File: src/rtl/shift_word_capture_ctrl.sv
// Serial-in word capture controller: arms on start, shifts qualified bits MSB-first,
// and presents each completed word on a valid/ready port with a sticky overrun flag.
module shift_word_capture_ctrl #(
  parameter int WIDTH = 16,
  parameter int CNT_W = 5
) (
  input  logic             i_clk,
  input  logic             i_reset,
  input  logic             i_in,
  input  logic             i_in_en,
  input  logic             i_start,
  input  logic             i_abort,
  input  logic             i_cont,
  input  logic             i_clr_ovr,
  input  logic             i_word_ready,
  output logic             o_busy,
  output logic [CNT_W-1:0] o_bit_count,
  output logic [WIDTH-1:0] o_word_out,
  output logic             o_word_valid,
  output logic             o_overrun
);

  typedef enum logic {
    S_IDLE  = 1'b0,
    S_SHIFT = 1'b1
  } state_t;

  state_t             r_state;
  state_t             w_next_state;
  logic [WIDTH-1:0]   r_sreg;
  logic [CNT_W-1:0]   r_bit_count;
  logic [WIDTH-1:0]   r_word_out;
  logic               r_word_valid;
  logic               r_overrun;

  logic               w_arm;
  logic               w_sample;
  logic               w_complete;
  logic               w_xfer;
  logic [WIDTH-1:0]   w_word;

  // ABORT outranks both arming and completion, so it gates every shift-path qualifier.
  assign w_arm      = (r_state == S_IDLE) && i_start && !i_abort;
  assign w_sample   = (r_state == S_SHIFT) && !i_abort && i_in_en;
  assign w_complete = w_sample && (r_bit_count == CNT_W'(WIDTH - 1));
  assign w_word     = {r_sreg[WIDTH-2:0], i_in};
  assign w_xfer     = r_word_valid && i_word_ready;

  // NOTE: every variable written here gets a default first so no latch is inferred.
  always_comb begin
    w_next_state = r_state;
    unique case (r_state)
      S_IDLE: begin
        if (w_arm) w_next_state = S_SHIFT;
      end
      S_SHIFT: begin
        if (i_abort)                   w_next_state = S_IDLE;
        else if (w_complete && !i_cont) w_next_state = S_IDLE;
      end
      default: w_next_state = S_IDLE;
    endcase
  end

  // NOTE: sequential state uses non-blocking assignments so all registers update together.
  always_ff @(posedge i_clk) begin
    if (i_reset) begin
      r_state     <= S_IDLE;
      r_sreg      <= '0;
      r_bit_count <= '0;
    end else begin
      r_state <= w_next_state;
      if (w_sample) r_sreg <= w_word;
      if (w_arm || (r_state == S_SHIFT && i_abort) || w_complete)
        r_bit_count <= '0;
      else if (w_sample)
        r_bit_count <= r_bit_count + 1'b1;
    end
  end

  // A new word is accepted only into an empty or simultaneously drained output slot.
  always_ff @(posedge i_clk) begin
    if (i_reset) begin
      r_word_out   <= '0;
      r_word_valid <= 1'b0;
      r_overrun    <= 1'b0;
    end else begin
      if (w_complete && (!r_word_valid || w_xfer)) begin
        r_word_out   <= w_word;
        r_word_valid <= 1'b1;
      end else if (w_xfer) begin
        r_word_valid <= 1'b0;
      end

      if (w_complete && r_word_valid && !w_xfer) r_overrun <= 1'b1;
      else if (i_clr_ovr)                        r_overrun <= 1'b0;
    end
  end

  assign o_busy       = (r_state == S_SHIFT);
  assign o_bit_count  = r_bit_count;
  assign o_word_out   = r_word_out;
  assign o_word_valid = r_word_valid;
  assign o_overrun    = r_overrun;

endmodule

File: config.mk
export PLATFORM = sky130hd
export DESIGN_NAME = shift_word_capture_ctrl
export DESIGN_NICKNAME = d
export VERILOG_FILES = /design/src/rtl/shift_word_capture_ctrl.sv
export SDC_FILE = /design/constraint.sdc
export NUM_CORES = 1
export LEC_CHECK = 0
export BUFFER_PORTS_ARGS = -buffer_cell sky130_fd_sc_hd__buf_2
export CORE_UTILIZATION = 45
export CTS_CLUSTER_DIAMETER = 80
export DETAILED_ROUTE_END_ITERATION = 7
export PLACE_DENSITY = 0.68
export SETUP_SLACK_MARGIN = 0.15
export SKIP_CTS_REPAIR_TIMING = 1
export SLEW_MARGIN = 20
export SYNTH_ARGS = -nofsm -noshare
export SYNTH_HDL_FRONTEND = slang
export SYNTH_SLANG_ARGS = --single-unit
File: constraint.sdc
create_clock -name i_clk -period 2.3 [get_ports i_clk]
set_input_delay 0.115 -clock i_clk [delete_from_list [all_inputs] [get_ports i_clk]]
set_output_delay 0.115 -clock i_clk [all_outputs]
set_load 0.05 [all_outputs]
==> results by stage <==
Power and ir drop:
- The worst ir drop on vdd is 0.289 mV.
- The fraction of power consumed by combinational cells is 3.7%.
- Of the total power, the share spent switching nets is 22.8%.
- Summed over all nets, the switching power comes to 0.256 mW.
- The internal portion of the total power is 0.868 mW.
- The total power divided by cell area is 638 nW/um2.
- The clock network is responsible for 35.9% of the overall power.
- The overall power is 1.12 mW.
- In this run the static leakage power is 0.683 nW.
- The sequential cell fraction of total power is 60.4%.

Setup path:
- STA puts the critical path data required time at 2580 ps.
- In this run the critical register-to-register path is launched from o_bit_count[0].
- The number of cells on the worst reg-to-reg path is 6.
- The maximum fanout count along the critical path is 17.
- The reg-to-reg setup timing slack is 400 ps.
- The dominant delay contributor by cell family on the critical path is simple AND/OR/NAND/NOR gates.
- The nature of the critical path endpoint is a flip-flop.
- The worst register-to-register path ends at o_word_out[13].
- The cell with the largest stage delay on the worst path is and4b_1.
- The critical path in this run is classified as reg -> reg.
- The critical path contains buffers and inverters numbering 0 combined.
- The critical path data arrival time is 2180 ps.
- The most repeated library cell on the critical path is ha_1.
- On the worst path, the slowest cell contributes a delay of 580 ps.
- The critical path goes through ha_1, and3_1, ha_1, and4b_1, nand3_1, a21oi_1.
- The sort of element at the start of the critical path is a flip-flop.

Hold path:
- The path with the worst hold slack has its endpoint at r_sreg[0].
- The class of the worst hold path is in -> reg.
- The worst hold path passes through 3 cells.
- The startpoint of the worst hold path is i_in.

Timing:
- For the final database, setup skew stands at 5.64 ps.
- The routed design could run at a clock period as short as 1900 ps.
- The number of pins exceeding their max-slew limit in the final report was 0.
- Headroom to the max-slew limit came out at 43.8%.
- The final cycle utilization of the critical path is 82.5%.
- The setup TNS is 0 ps.
- Setup violations remaining at the end of the flow were counted as 0.
- Setup repair after global routing left no endpoint under its margin.
- The tightest hold path in the finished design has a slack of 10.8 ps.
- At the pin with the least slew margin, the transition time is 841 ps.
- Static timing analysis puts the maximum clock frequency at 527 MHz.
- The number of hold-slack violations in the final timing report is 0.

Die:
- The die is 60.4 um tall.
- The x dimension of the die is 60.4 um.
- 33 I/O pins were placed.
- For this configuration, the core starts out at a cell density of 48.7%.
- The number of rows in the core area is 20.
- The overall die area is 3650 um2.
- After floorplanning, the core was sized to cover 3150 um2.

Global routing:
- The total global routing track utilization is 19.0%.
- The final global-route overflow total is 0.
- The largest net degree at the start of global routing is 40.
- The wire length of the first global-routing pass is 5090 um.
- The initial antenna violation count was 0.
- The via count of the first global-routing pass came to 1,107.

Clock network:
- The clock net in this run drives a total of 39 sinks.
- Counting along the longest clock path gives a buffer depth of 2.
- The TritonCTS clock tree is yes.
- The buffer cell driving the clock tree root is clkbuf_4.
- The maximum level of the CTS H-tree is 2.
- The number of buffers inserted during clock tree synthesis is 5.
- The clock reaches the later pin of the worst-skew pair after 350 ps.
- The register clock-pin slew on the reported worst setup and hold paths is 120 ps.

Routing:
- The first TritonRoute pass finished after 4 iterations.
- The detail route stage leaves a number of antenna-violating nets equal to 0.
- The detailed-route via count is 1,306.
- The iteration-0 DRC count of the detailed router is 43.
- After detailed routing, the number of vias per cell comes to 5.20.
- In the final routed layout, each cell accounts on average for 12.2 um.
- The routed design has 3070 um of wire.
- The count of unresolved DRC violations after routing is 0.

Cells and area:
- The layout cell share with drive strength beyond 1 is 21.7%.
- The number of filler cells placed in the layout is 311.
- The count of nets after finishing is 217.
- The area growth from synthesis to layout is 14.8%.
- The total inserted antenna cells is 0.
- The post-layout instance count excluding filler cells is 251.
- The final core area utilization is 55.9%.

Synthesis:
- The warning count from the yosys run is 0.
- After synthesis, the largest area contributor takes up 50.9% of total cell area.
- Synthesis produced a netlist whose cell count is 179.
- For this run, the register share of the synthesized area comes to 50.9%.
- The largest area contributor in the synthesized netlist is dfxtp_1.
- The post-synthesis instance area is 1540 um2.
- The number of flip-flops and latches in the synthesized netlist is 39.
- The distinct cell type count after synthesis is 29.
- The mean area per synthesized cell is 8.58 um2.
- Ranked by total cell area, the synthesized netlist is headed by dfxtp_1, a21oi_1, nand2_1.
- The number of nets in the synthesized netlist is 190.

Job:
- The max-cap violation count is 0.

Place:
- Detailed placement ended at an HPWL of 2080 um.
- At the end of routability-driven placement, the weighted congestion stood at 0.816.
- The number of cells in the design after placement is 243.
- In this run the tool buffered the top-level ports with 32 buffer cells.

Run status:
- The run finished with clean final reports.
[state kept, by name (all words and copies together) (netlist names)]
register / flops
o_busy: 1
r_sreg: 15
o_bit_count: 5
o_word_out: 16
o_word_valid: 1
o_overrun: 1
[cell usage in the layout (no fill, tap or decap), drive strengths merged, types with 2 or more instances in the layout]
| cell | instances |
|---|---|
| nor2b | 4 |
| dfxtp | 39 |
| nand4b | 2 |
| o21ai | 17 |
| buf | 34 |
| a21oi | 33 |
| nand3 | 17 |
| clkbuf | 7 |
| nor2 | 2 |
| nor3 | 4 |
| nand2 | 31 |
| ha | 2 |
[synth_stat cells]
master     number
dfxtp_1        39
a21oi_1        33
nand2_1        31
nand3_1        17
o21ai_0        17
clkbuf_1        5
buf_2           4
nor2b_1         4
nor3_1          4
buf_4           3
ha_1            2
nand4b_1        2
nor2_1          2
a2111oi_2       1
a211oi_2        1
a2bb2oi_1       1
and3_1          1
and3b_1         1
and4b_1         1
buf_1           1
buf_6           1
inv_1           1
mux2i_1         1
nand2b_1        1
nand3b_4        1
o22ai_1         1
or3_1           1
xnor2_1         1
xor2_1          1
[worst reg2reg max path: stages (launching register included)]
cell     delay [ps]
dfxtp_1         410
ha_1            180
and3_1          160
ha_1            180
and4b_1         580
nand3_1         160
a21oi_1         160
[layer usage]
layer	wire [um]	part of all wire (%)	vias up	track usage, %
met5	0	0	-	0
met4	43	1.4	0	6.82
met3	170	5.5	6	6.40
met2	1450	47	31	29.5
met1	1410	46	598	24.7
li1	-	-	671	-
[worst max-delay path by stage]
| stage | to | cells past startpoint | start | slack (ps) |
|---|---|---|---|---|
| finish | o_word_out[13] | 6 | o_bit_count[0] | 400 |
| global route | o_word_out[14] | 6 | o_bit_count[1] | 170 |
| CTS | o_word_out[13] | 6 | o_bit_count[1] | 410 |
| detailed placement | o_word_out[13] | 6 | o_bit_count[1] | 440 |
| global placement | o_word_out[12] | 6 | o_bit_count[0] | 500 |
| floorplan | o_word_out[12] | 7 | o_bit_count[0] | 300 |
[cell families after synthesis]
logic type / after synthesis / share of synthesized area, %
buffers and inverters: 15 / 5.22
multiplexers: 1 / 0.652
adder cells (fa/ha/maj): 2 / 1.63
flip-flops: 39 / 50.9
AO/OA/AOI/OAI: 54 / 19.1
XOR/XNOR: 2 / 1.14
AND/OR/NAND/NOR: 66 / 21.4
[through the flow]
stage               area (um2)  worst slack (ps)
detailed placement        1690               435
floorplan                 1540               299
global route              1760               170
finish                    1760               402
CTS                       1760               408
global placement          1690               501
[power groups by stage]
stage / Combinational (mW) / Clock (mW) / Sequential, mW
floorplan: 0.0245 / 0 / 0.698
global placement: 0.0407 / 0 / 0.695
detailed placement: 0.0418 / 0 / 0.695
CTS: 0.0419 / 0.418 / 0.680
global route: 0.0457 / 0.441 / 0.680
finish: 0.0416 / 0.403 / 0.679
[cell type report]
type	instances	area, um2	area share [%]
timing repair buffer	34	175	9.94
inverter	1	3.75	0.213
multi-input combinational	125	674	38.3
clock buffer	7	65.1	3.69
clock inverter	1	7.51	0.426
sequential	39	781	44.3
tap	44	55.1	3.12
Note: power is estimated with default switching activity, not from simulation.
